`config.mk`:
```
export PLATFORM = sky130hd
export DESIGN_NAME = muldiv_seq
export DESIGN_NICKNAME = d
export VERILOG_FILES = /design/src/rtl/muldiv_pkg.sv /design/src/rtl/muldiv_core.sv /design/src/rtl/muldiv_seq.sv
export SDC_FILE = /design/constraint.sdc
export NUM_CORES = 1
export LEC_CHECK = 0
export CORE_MARGIN = 8
export CORE_UTILIZATION = 30
export DETAILED_ROUTE_END_ITERATION = 8
export PLACE_DENSITY = 0.47
export SYNTH_ARGS = -nofsm -noshare
export SYNTH_HDL_FRONTEND = slang
export SYNTH_HIERARCHICAL = 1
export SYNTH_SLANG_ARGS = --single-unit
```
`constraint.sdc`:
```
create_clock -name clk -period 3.8 [get_ports clk]
set_input_delay 0.76 -clock clk [delete_from_list [all_inputs] [get_ports clk]]
set_output_delay 0.76 -clock clk [all_outputs]
set_load 0.01 [all_outputs]
```
`src/rtl/muldiv_pkg.sv`:
```
// muldiv_pkg: constants and types shared by the MULT/DIV sequencer and the
// ALU decoder.
//   ALU_*     4-bit ALU control codes driven by the decoder
//   state_t   sequencer FSM states
//   op_t      operation latched at accept time
//   is_muldiv helper: does this control code belong to the sequencer?
package muldiv_pkg;

    localparam logic [3:0] ALU_AND  = 4'b0000;
    localparam logic [3:0] ALU_OR   = 4'b0001;
    localparam logic [3:0] ALU_ADD  = 4'b0010;
    localparam logic [3:0] ALU_SUB  = 4'b0110;
    localparam logic [3:0] ALU_MULT = 4'b1000;
    localparam logic [3:0] ALU_DIV  = 4'b1001;
    localparam logic [3:0] ALU_SLL  = 4'b1010;
    localparam logic [3:0] ALU_SRL  = 4'b1011;
    localparam logic [3:0] ALU_NOT  = 4'b1100;

    typedef enum logic [1:0] {IDLE, RUN, FIN} state_t;

    typedef enum logic {OP_MUL, OP_DIV} op_t;

    function automatic logic is_muldiv(input logic [3:0] code);
        return (code == ALU_MULT) || (code == ALU_DIV);
    endfunction

endpackage

```
`src/rtl/muldiv_core.sv`:
```
// muldiv_core: per-iteration datapath for unsigned shift-add multiply and
// restoring divide. One iteration per cycle while i_en is high.
//   clk, reset_n  clock, async active-low reset
//   i_load        capture operands and initialise the accumulator
//   i_en          perform one iteration
//   i_op          OP_MUL or OP_DIV (sampled on i_load)
//   i_a, i_b      multiplicand/dividend, multiplier/divisor
//   o_hi, o_lo    upper/lower accumulator halves (product or remainder/quotient)
module muldiv_core
    import muldiv_pkg::*;
#(
    parameter int WIDTH = 32
) (
    input  logic             clk,
    input  logic             reset_n,
    input  logic             i_load,
    input  logic             i_en,
    input  op_t              i_op,
    input  logic [WIDTH-1:0] i_a,
    input  logic [WIDTH-1:0] i_b,
    output logic [WIDTH-1:0] o_hi,
    output logic [WIDTH-1:0] o_lo
);

    // Multiply: {hi, lo} starts as {0, multiplier}; r_opnd holds the multiplicand.
    // Divide:   {hi, lo} starts as {0, dividend} = {rem, quot}; r_opnd holds the divisor.
    logic [2*WIDTH-1:0] r_acc;
    logic [WIDTH-1:0]   r_opnd;
    op_t                r_op;

    logic [WIDTH:0]     w_mul_sum;
    logic [2*WIDTH-1:0] w_mul_next;
    logic [WIDTH:0]     w_div_shift;
    logic [WIDTH-1:0]   w_div_diff;
    logic               w_div_ge;
    logic [2*WIDTH-1:0] w_div_next;

    // Add the multiplicand into the upper half when the multiplier LSB is set,
    // keeping the carry so the right shift brings it back into the accumulator.
    assign w_mul_sum  = {1'b0, r_acc[2*WIDTH-1:WIDTH]}
                      + (r_acc[0] ? {1'b0, r_opnd} : '0);
    assign w_mul_next = {w_mul_sum, r_acc[WIDTH-1:1]};

    // The shifted remainder needs one extra bit before the trial subtract.
    assign w_div_shift = {r_acc[2*WIDTH-1:WIDTH], r_acc[WIDTH-1]};
    assign w_div_ge    = (w_div_shift >= {1'b0, r_opnd});
    assign w_div_diff  = w_div_shift[WIDTH-1:0] - r_opnd;
    assign w_div_next  = w_div_ge ? {w_div_diff,              r_acc[WIDTH-2:0], 1'b1}
                                  : {w_div_shift[WIDTH-1:0],  r_acc[WIDTH-2:0], 1'b0};

    // NOTE: the accumulator is a handful of flops, not a memory array, so it
    // takes the async reset like every other register here.
    always_ff @(posedge clk or negedge reset_n) begin
        if (!reset_n) begin
            r_acc  <= '0;
            r_opnd <= '0;
            r_op   <= OP_MUL;
        end else if (i_load) begin
            r_op <= i_op;
            if (i_op == OP_MUL) begin
                r_opnd <= i_a;
                r_acc  <= {{WIDTH{1'b0}}, i_b};
            end else begin
                r_opnd <= i_b;
                // Zero divisor: preload the final answer (quot=all ones, rem=dividend).
                r_acc  <= (i_b == '0) ? {i_a, {WIDTH{1'b1}}} : {{WIDTH{1'b0}}, i_a};
            end
        end else if (i_en) begin
            r_acc <= (r_op == OP_MUL) ? w_mul_next : w_div_next;
        end
    end

    assign o_hi = r_acc[2*WIDTH-1:WIDTH];
    assign o_lo = r_acc[WIDTH-1:0];

endmodule

```
`src/rtl/muldiv_seq.sv`:
```
// muldiv_seq: multi-cycle sequencer for ALU MULT/DIV. Accepts an operation
// from decode, stalls the pipeline while the core iterates WIDTH times, then
// commits the result to HI/LO with a one-cycle done pulse.
//   clk, reset_n  clock, async active-low reset
//   alucontrol    ALU control code; only ALU_MULT / ALU_DIV are accepted
//   start         instruction in decode is valid
//   flush         abort the in-flight operation
//   srca, srcb    multiplicand/dividend, multiplier/divisor
//   stall         pipeline hold request (combinational)
//   done          one-cycle pulse when HI/LO are updated
//   div0          sticky: last committed DIV had a zero divisor
//   hi, lo        product upper/lower half, or remainder/quotient
module muldiv_seq
    import muldiv_pkg::*;
#(
    parameter int WIDTH = 32,
    parameter int CNT_W = $clog2(WIDTH)
) (
    input  logic             clk,
    input  logic             reset_n,
    input  logic [3:0]       alucontrol,
    input  logic             start,
    input  logic             flush,
    input  logic [WIDTH-1:0] srca,
    input  logic [WIDTH-1:0] srcb,
    output logic             stall,
    output logic             done,
    output logic             div0,
    output logic [WIDTH-1:0] hi,
    output logic [WIDTH-1:0] lo
);

    state_t             r_state;
    state_t             w_next_state;
    logic [CNT_W-1:0]   r_cnt;
    op_t                r_op;
    logic               r_zero_div;
    logic               r_done;
    logic               r_div0;
    logic [WIDTH-1:0]   r_hi;
    logic [WIDTH-1:0]   r_lo;

    logic               w_issue;
    logic               w_accept;
    logic               w_commit;
    op_t                w_op;
    logic [WIDTH-1:0]   w_core_hi;
    logic [WIDTH-1:0]   w_core_lo;

    assign w_issue  = start && is_muldiv(alucontrol);
    // Flush wins over a same-cycle issue.
    assign w_accept = (r_state == IDLE) && w_issue && !flush;
    assign w_commit = (r_state == FIN) && !flush;
    assign w_op     = (alucontrol == ALU_DIV) ? OP_DIV : OP_MUL;

    // ---------------- FSM: state register ----------------
    // NOTE: sequential state uses non-blocking assignments so every flop
    // samples the pre-edge values regardless of process ordering.
    always_ff @(posedge clk or negedge reset_n) begin
        if (!reset_n) r_state <= IDLE;
        else          r_state <= w_next_state;
    end

    // ---------------- FSM: next-state logic ----------------
    // NOTE: default assignment first so no path leaves w_next_state unassigned
    // (which would infer a latch).
    always_comb begin
        w_next_state = r_state;
        unique case (r_state)
            IDLE: if (w_accept)
                      w_next_state = (w_op == OP_DIV && srcb == '0) ? FIN : RUN;
            RUN:  if (flush)            w_next_state = IDLE;
                  else if (r_cnt == '0) w_next_state = FIN;
            FIN:  w_next_state = IDLE;
            default: w_next_state = IDLE;
        endcase
    end

    // ---------------- FSM: outputs ----------------
    // stall covers the issuing cycle itself so the instruction holds in decode.
    always_comb begin
        stall = 1'b0;
        unique case (r_state)
            IDLE:    stall = w_issue && !flush;
            RUN:     stall = 1'b1;
            FIN:     stall = 1'b0;
            default: stall = 1'b0;
        endcase
    end

    // ---------------- counter, operation latch, HI/LO commit ----------------
    always_ff @(posedge clk or negedge reset_n) begin
        if (!reset_n) begin
            r_cnt      <= '0;
            r_op       <= OP_MUL;
            r_zero_div <= 1'b0;
            r_done     <= 1'b0;
            r_div0     <= 1'b0;
            r_hi       <= '0;
            r_lo       <= '0;
        end else begin
            r_done <= w_commit;
            if (w_accept) begin
                r_cnt      <= CNT_W'(WIDTH - 1);
                r_op       <= w_op;
                r_zero_div <= (w_op == OP_DIV) && (srcb == '0);
            end else if (r_state == RUN && r_cnt != '0) begin
                r_cnt <= r_cnt - 1'b1;
            end
            if (w_commit) begin
                r_hi <= w_core_hi;
                r_lo <= w_core_lo;
                if (r_op == OP_DIV) r_div0 <= r_zero_div;
            end
        end
    end

    muldiv_core #(
        .WIDTH (WIDTH)
    ) u_core (
        .clk     (clk),
        .reset_n (reset_n),
        .i_load  (w_accept),
        .i_en    (r_state == RUN),
        .i_op    (w_op),
        .i_a     (srca),
        .i_b     (srcb),
        .o_hi    (w_core_hi),
        .o_lo    (w_core_lo)
    );

    assign done = r_done;
    assign div0 = r_div0;
    assign hi   = r_hi;
    assign lo   = r_lo;

endmodule

```
==> results of run 1 <==
==> stage by stage <==
step | hold WS [ns] | utilization | instance area, um2
final | 0.330 | 0.370 | 15100
after global routing | 0.394 | 0.370 | 15100
after CTS | 0.374 | 0.370 | 15100
after detailed placement | 0.483 | 0.355 | 14500
after global placement | 0.467 | 0.355 | 14500
after floorplan | 0.450 | - | 12500
==> cell families (layout without fill, tap and decap cells) <==
family / after synthesis / in the layout / share of synthesized area
muxes: 153 / 153 / 0.143
and+or+nand+nor: 393 / 393 / 0.147
AOI/OAI and AO/OA: 407 / 407 / 0.207
DFF: 172 / 172 / 0.346
buffers and inverters: 141 / 281 / 0.0502
xor gates and xnor gates: 55 / 55 / 0.0387
adders and majority gates: 67 / 67 / 0.0685
==> path summary, 6_finish.rpt <==
| path | start | to | slack (ns) | cells past startpoint |
|---|---|---|---|---|
| worst min register to register | r_op | r_op | 0.50 | 2 |
| worst min-delay path | reset_n | done | 0.33 | 1 |
| max in group asynchronous | reset_n | u_core/r_opnd[10] | 2.54 | 2 |
| worst max register to register | u_core/r_acc[0] | u_core/r_acc[59] | 0.20 | 13 |
| worst max-delay path | u_core/r_acc[0] | u_core/r_acc[59] | 0.20 | 13 |
| min in group clk | r_op | r_op | 0.50 | 2 |
==> worst register-to-register path: cells and delay by family (launching register included) <==
family,cells,cell delay (ns)
compound gates,7,1.72
simple gates,3,0.70
flops,1,0.40
fa+ha+maj,1,0.35
buf+inv,1,0.18
xor+xnor,1,0.14
==> final cells by class <==
class,instances,area share
Inverter,59,0.0151
Clock buffer,18,0.0290
Multi-Input combinational cell,1075,0.497
Clock inverter,14,0.0105
Sequential cell,172,0.284
Tap cell,532,0.0440
Timing Repair Buffer,190,0.120
==> per-layer routing <==
layer,track usage,wire length [um]
met1,0.258,21600
met5,0,0
met3,0.0306,2310
met2,0.277,19300
met4,0.0493,815
==> cell usage after synthesis, drive strengths merged, types with 14 or more instances <==
cell,instances,area share
nand3,14,0.0056
a31oi,19,0.0095
mux2i,72,0.058
nor2,157,0.048
inv,57,0.017
dfrtp,172,0.35
xnor2,31,0.022
a21o,27,0.016
mux2,81,0.085
nand2,106,0.033
buf,26,0.015
nor4,19,0.0095
a21oi,144,0.058
clkbuf,56,0.017
o21ai,85,0.034
and2,39,0.020
o211ai,45,0.028
xor2,24,0.017
ha,65,0.065
==> registers in the layout (all words and copies together), names as in the netlist <==
| register | flops |
|---|---|
| div0 | 1 |
| done | 1 |
| hi | 32 |
| lo | 32 |
| r_cnt | 5 |
| r_op | 1 |
| r_state | 2 |
| r_zero_div | 1 |
| u_core/r_acc | 64 |
| u_core/r_op | 1 |
| u_core/r_opnd | 32 |
==> power by group through the flow <==
stage	Clock, uW	Sequential (uW)	Combinational (uW)
finish	1860	2860	5880
global route	1990	2930	6510
CTS	1920	2850	5850
detailed placement	0	2880	5810
global placement	0	2900	5810
floorplan	0	2650	4300
==> flow_summary.toml, run 1 <==
[floorplan]
io_pins = 139
die_w_um = 220
dieArea_mm2 = 0.0483
row_count = 74
start_util = 0.304
die_y_um = 220
coreArea_mm2 = 0.0409

[cells_and_area]
area_growth_pct = 21.6
layout_common_cells = "171 x dfrtp_1, 155 x nor2_1, 143 x a21oi_1"
fillers = 4200
multiInputGateArea_mm2 = 0.00753
final_nets = 1654
final_common_cell = "dfrtp_1"
regArea_mm2 = 0.00431
num_antenna_cells = 0
final_cells = 2060
final_layout_size_suffix_gt1_frac = 0.128

[clocking]
cts_sinks = 172
post_cts_buffers = 0
cts_tree = "built"
cts_buffer_depth = 2
hold_buffers = 0
clk_latency_ns = 0.46
clockRootBuffer = "clkbuf_16"
clk_pin_slew_ns = 0.07
cts-buffers-inserted = 17
htreeDepth = 4
postCtsResizedCells = 0

[synth]
ys_ff_latch = 172
syn_nets = 1527
syn_avg_cell_area_um2 = 8.97
yosysWarnings = 6
async_flop_share = 1.00
synth.yosys.seq_area_share = 0.346
synth_cell_types = 77
yosys_most_used_dff = "dfrtp_1"
syn_area_mm2 = 0.0125
syn_inst = 1388
synth_edf_count = 0

[global_routing]
grt.total_usage = 0.180
antenna_found_initial = 1
grt_pass1_vias = 10712
grt_overflow_total = 0
grt_max_degree = 98
grt_pass1_wl_um = 66800

[power]
clkPwrFrac = 0.175
p_int_uw = 5890
seqPwrFrac = 0.270
switching_share = 0.445
power_density_mw_per_mm2 = 700
p_sw_uw = 4720
leakage_uw = 0.00642
ir_drop_v = 0.000240
power.total_uw = 10600
combPwrFrac = 0.555

[routing]
drtPass1Iterations = 7
drt-total-wl_um = 44000
drtIter0Drc = 903
drt-vias-per-instance = 5.22
wire_per_inst_um = 21.4
drtAntennaViolNets = 0
post-route-drc-count = 0
vias = 10744

[timing]
finalCriticalPeriod_ns = 3.60
maxSlewHeadroom = 0.518
min_period_over_period = 0.947
fin_setup_tns_ns = 0
clock_skew_ns = 0.0120
hold_viol = 0
setup-violations-final = 0
drv_slew = 0
rsz0062_at_grt = "false"
worst_pin_slew_ns = 0.723
fmax_mhz = 278
setup_ws_ns = 0.200

[critical_path]
crit_buf_inv = 1
crit_arrival_ns = 3.94
worst_setup_path_start_kind = "flip-flop"
crit_type = "reg2reg"
path_common_cell = "a211oi_2"
cpPeakStageDelay_ns = 0.46
path_delay_family = "compound AO/OA/AOI/OAI gates"
cp_cell_sequence = "buf_4 -> and2_1 -> ha_1 -> and3_2 -> a221oi_2 -> nor3b_2 -> a211oi_2 -> a211oi_2 -> o31ai_2 -> a211oi_2 -> xnor2_1 -> a222oi_1 -> o21ai_1"
cp_max_fo = 10
cp.required_ns = 4.14
crit_path_top_delay_cell = "a211oi_2"
cp-end-kind = "flip-flop"

[placed_design]
dp_slack_ns = 0.256
place.gp.congestion = 0.904
dp_cells = 2028
portBuffers = 138
post-dp-hpwl_um = 33900

[job]
drv_cap = 0

[status]
outcome = "finished, final reports clean"

[min_path]
hold_class = "in2async"
Note: power is estimated with default switching activity, not from simulation.
==> run 2, diff against run 1 <==
--- a/config.mk
+++ b/config.mk
@@ -5,8 +5,10 @@
 export SDC_FILE = /design/constraint.sdc
 export NUM_CORES = 1
 export LEC_CHECK = 0
+export CORE_ASPECT_RATIO = 2
 export CORE_MARGIN = 8
 export CORE_UTILIZATION = 30
+export CTS_CLUSTER_DIAMETER = 40
 export DETAILED_ROUTE_END_ITERATION = 8
 export PLACE_DENSITY = 0.47
 export SYNTH_ARGS = -nofsm -noshare
==> constraint.sdc (replaced) <==
create_clock -name clk -period 3.8 [get_ports clk]
set_input_delay 0.76 -clock clk [delete_from_list [all_inputs] [get_ports clk]]
set_output_delay 0.76 -clock clk [all_outputs]
set_load 0.005 [all_outputs]
==> run 2 against run 1 <==
Against the previous run: via count is 1.8% higher; core utilization increased by 0.27 points; clock-buffer cell count increased by 1; critical path type unchanged.
==> flow_summary.toml, run 2 (synthesized netlist as in run 1, its figures left out) <==
[routing]
drt-total-wl_um = 46700
drt-vias-per-instance = 5.27
wire_per_inst_um = 22.5
drtAntennaViolNets = 0
post-route-drc-count = 0
drtPass1Iterations = 5
vias = 10938
drtIter0Drc = 590

[floorplan]
io_pins = 139
coreArea_mm2 = 0.0410
dieArea_mm2 = 0.0487
die_w_um = 160
die_y_um = 304
row_count = 105
start_util = 0.304

[critical_path]
reg2regPathDepth = 14
crit_type = "reg2reg"
path_delay_family = "compound AO/OA/AOI/OAI gates"
cpPeakStageDelay_ns = 0.46
path_common_cell = "a211oi_2"
cp-end-kind = "flip-flop"
crit_arrival_ns = 3.92
r2r_slack_ns = 0.21
cp.required_ns = 4.13
cp_max_fo = 10
crit_path_top_delay_cell = "dfrtp_1"
r2r_end = "u_core/r_acc[59]"
timing.rr.start = "u_core/r_acc[0]"
worst_setup_path_start_kind = "flip-flop"
crit_buf_inv = 2
cp_cell_sequence = "buf_12 -> and2_1 -> ha_1 -> and3_2 -> a221oi_2 -> nor3b_2 -> a211oi_2 -> a211oi_4 -> o31ai_2 -> buf_4 -> a211oi_2 -> xnor2_1 -> a222oi_1 -> o21ai_1"

[power]
p_int_uw = 5980
power_density_mw_per_mm2 = 714
power.total_uw = 10900
clkPwrFrac = 0.167
ir_drop_v = 0.000372
leakage_uw = 0.00649
switching_share = 0.452
combPwrFrac = 0.569
seqPwrFrac = 0.264
p_sw_uw = 4940

[timing]
min_period_over_period = 0.944
drv_slew = 0
fmax_mhz = 279
finalCriticalPeriod_ns = 3.59
setup-violations-final = 0
clock_skew_ns = 0.0139
hold_viol = 0
worst_pin_slew_ns = 0.985
setup_ws_ns = 0.213
maxSlewHeadroom = 0.337
rsz0062_at_grt = "false"

[global_routing]
grt_max_degree = 76
grt_pass1_vias = 11532
grt_pass1_wl_um = 71500
grt.total_usage = 0.192
antenna_found_initial = 0
grt_overflow_total = 0

[cells_and_area]
final_cells = 2076
layout_common_cells = "171 x dfrtp_1, 155 x nor2_1, 143 x a21oi_1"
top_register = "u_core/r_acc"
num_antenna_cells = 0
largest_register_ffs = 64
area_growth_pct = 22.7
post-route-util = 0.373
final_nets = 1667
stdcell_area_mm2 = 0.0153
final_common_cell = "dfrtp_1"
final_layout_size_suffix_gt1_frac = 0.137

[clocking]
cts_buffer_depth = 2
clockRootBuffer = "clkbuf_16"
clk_pin_slew_ns = 0.07
hold_buffers = 0
cts_sinks = 172
postCtsResizedCells = 0
cts-buffers-inserted = 17
clk_latency_ns = 0.47
cts_tree = "built"
post_cts_buffers = 0
htreeDepth = 4

[status]
outcome = "finished, final reports clean"

[placed_design]
dp_slack_ns = -0.0420
portBuffers = 138
post-dp-hpwl_um = 36500
dp_cells = 2044
place.gp.congestion = 0.921
dpl_cell_area_mm2 = 0.0147

[min_path]
hold_class = "in2async"

[job]
drv_cap = 0
[run 2: cell type report]
class / count / area (um2)
Clock buffer: 19 / 453
Clock inverter: 13 / 130
Fill cell: 4283 / 25700
Inverter: 59 / 229
Multi-Input combinational cell: 1075 / 7560
Sequential cell: 172 / 4310
Tap cell: 535 / 669
Timing Repair Buffer: 203 / 1940
[run 2: worst max-delay path by stage]
| stage | start | end | cells after the start |
|---|---|---|---|
| after floorplan | u_core/r_acc[0] | u_core/r_acc[59] | 13 |
| after global placement | srcb[2] | u_core/r_acc[63] | 9 |
| after detailed placement | srcb[2] | u_core/r_acc[60] | 9 |
| after CTS | u_core/r_acc[0] | u_core/r_acc[59] | 14 |
| after global routing | u_core/r_acc[0] | u_core/r_acc[59] | 14 |
| final | u_core/r_acc[0] | u_core/r_acc[59] | 14 |
[run 2: per-stage QoR]
stage | TNS (ns) | hold slack, ns
2_1_floorplan | 0 | 0.450
3_3_place_gp | -0.481 | 0.492
3_5_place_dp | -0.201 | 0.495
4_1_cts | 0 | 0.313
5_1_grt | 0 | 0.333
6_report | 0 | 0.292
[run 2: routing by layer]
| layer | vias to the layer above | GRT usage | part of all wire |
|---|---|---|---|
| met5 | - | 0 | 0 |
| met2 | 248 | 0.348 | 0.52 |
| met1 | 5311 | 0.214 | 0.40 |
| li1 | 5307 | - | - |
| met4 | 0 | 0.0906 | 0.040 |
| met3 | 72 | 0.0297 | 0.032 |
[run 2: power groups by stage]
stage / Combinational [uW] / Clock (uW) / Sequential [uW]
2_1_floorplan: 4300 / 0 / 2650
3_3_place_gp: 6160 / 0 / 2910
3_5_place_dp: 6150 / 0 / 2910
4_1_cts: 6190 / 1890 / 2880
5_1_grt: 6830 / 1950 / 2940
6_report: 6210 / 1830 / 2880
==> run 3, diff against run 2 <==
--- a/config.mk
+++ b/config.mk
@@ -10,6 +10,7 @@
 export CORE_UTILIZATION = 30
 export CTS_CLUSTER_DIAMETER = 40
 export DETAILED_ROUTE_END_ITERATION = 8
+export GPL_ROUTABILITY_DRIVEN = 0
 export PLACE_DENSITY = 0.47
 export SYNTH_ARGS = -nofsm -noshare
 export SYNTH_HDL_FRONTEND = slang
==> run 3 against run 2 <==
Against the previous run: die area stayed put; first-iteration DRC count is 35% higher; fmax is 0.82% lower; critical path depth is 3 lower; critical endpoint is now u_core/r_acc[39]; worst hold slack worse by 0.016 ns; wire length is 0.26% higher; sequential power hardly changed; cell count is 0.58% lower; global-route usage is 0.15 points lower.
==> flow_summary.toml, run 3 (synthesized netlist as in run 1, its figures left out) <==
[cells_and_area]
final_cells = 2064
final_nets = 1655
largest_register_ffs = 64
final_common_cell = "dfrtp_1"
area_growth_pct = 22.1
top_register = "u_core/r_acc"
layout_common_cells = "170 x dfrtp_1, 155 x nor2_1, 143 x a21oi_1"
final_layout_size_suffix_gt1_frac = 0.128
num_antenna_cells = 0

[routing]
drtPass1Iterations = 8
drtIter0Drc = 796
vias = 10963
drtAntennaViolNets = 0
wire_per_inst_um = 22.7
post-route-drc-count = 0
drt-total-wl_um = 46900
drt-vias-per-instance = 5.31

[floorplan]
die_y_um = 304
die_w_um = 160
dieArea_mm2 = 0.0487
io_pins = 139
row_count = 105
start_util = 0.304
coreArea_mm2 = 0.0410

[clocking]
cts-buffers-inserted = 17
clockRootBuffer = "clkbuf_16"
cts_sinks = 172
clk_latency_ns = 0.47
htreeDepth = 4
cts_buffer_depth = 2
clk_pin_slew_ns = 0.07
cts_tree = "built"

[global_routing]
grt_pass1_wl_um = 70400
grt.total_usage = 0.191
antenna_found_initial = 0
grt_overflow_total = 0
grt_pass1_vias = 11444
grt_max_degree = 98

[critical_path]
crit_path_top_delay_cell = "a211oi_1"
cpPeakStageDelay_ns = 0.54
cp_cell_sequence = "ha_1 -> a21oi_1 -> nand2_1 -> a211oi_1 -> nor3_1 -> o211ai_2 -> nand2_2 -> buf_12 -> mux2_1 -> a222oi_1 -> a21oi_1"
crit_type = "reg2reg"
path_delay_family = "compound AO/OA/AOI/OAI gates"
path_common_cell = "a21oi_1"
crit_buf_inv = 1
worst_setup_path_start_kind = "flip-flop"
cp_max_fo = 14
cp-end-kind = "flip-flop"
crit_arrival_ns = 3.91
cp.required_ns = 4.10

[timing]
setup-violations-final = 0
maxSlewHeadroom = 0.424
finalCriticalPeriod_ns = 3.62
hold_viol = 0
clock_skew_ns = 0.0192
drv_slew = 0
fin_setup_tns_ns = 0
min_period_over_period = 0.952
worst_pin_slew_ns = 0.856
setup_ws_ns = 0.183
rsz0062_at_grt = "false"
fmax_mhz = 277

[power]
leakage_uw = 0.00646
ir_drop_v = 0.000341
power_density_mw_per_mm2 = 716
power.total_uw = 10900

[placed_design]
portBuffers = 138
dp_slack_ns = 0.102
dp_cells = 2031
post-dp-hpwl_um = 36400

[min_path]
hold_class = "in2async"

[job]
drv_cap = 0

[status]
outcome = "finished, final reports clean"
[run 3: worst reg2reg max path, stage by stage (launching register included)]
cell      delay, ns
dfrtp_1        0.45
ha_1           0.45
a21oi_1        0.40
nand2_1        0.16
a211oi_1       0.54
nor3_1         0.15
o211ai_2       0.25
nand2_2        0.14
buf_12         0.18
mux2_1         0.32
a222oi_1       0.27
a21oi_1        0.12
[run 3: report_power, final]
group          internal, uW  switching (uW)
logic                  2660            3410
registers              2260             642
clock network          1080             828
total                  6010            4880
[run 3: worst paths after layout]
kind                                  start                to  slack [ns]  depth (start not counted)
max                        u_core/r_acc[41]  u_core/r_acc[39]        0.18                         11
min                                 reset_n             hi[6]        0.28                          1
max reg2reg                u_core/r_acc[41]  u_core/r_acc[39]        0.18                         11
min reg2reg                            r_op              r_op        0.49                          2
max in group asynchronous           reset_n  u_core/r_acc[59]        2.70                          2
min in group clk                       r_op              r_op        0.49                          2
[run 3: through the flow]
stage,instance area (um2),util,hold slack (ns)
3_3_place_gp,14600,0.356,0.471
4_1_cts,15200,0.371,0.307
6_report,15200,0.371,0.276
5_1_grt,15200,0.371,0.309
3_5_place_dp,14600,0.356,0.479
2_1_floorplan,12500,-,0.450
[run 3: timing repair]
| item | CTS | global route |
|---|---|---|
| endpoints found under the setup margin | 0 | 6 |
| resized for setup | 0 | 2 |
| hold buffers | 0 | 0 |
| buffers inserted | 0 | 1 |
[run 3: cell type report]
cell class | count | area [um2]
Fill cell | 4248 | 25800
Multi-Input combinational cell | 1075 | 7540
Sequential cell | 172 | 4310
Timing Repair Buffer | 191 | 1850
Tap cell | 535 | 669
Clock buffer | 20 | 457
Inverter | 59 | 229
Clock inverter | 12 | 160
[run 3: routing by layer]
metal | vias up | global-route usage | wire length [um]
li1 | 5256 | - | -
met1 | 5234 | 0.199 | 17700
met2 | 355 | 0.344 | 24200
met3 | 118 | 0.0383 | 2170
met4 | 0 | 0.117 | 2780
met5 | - | 0 | 0
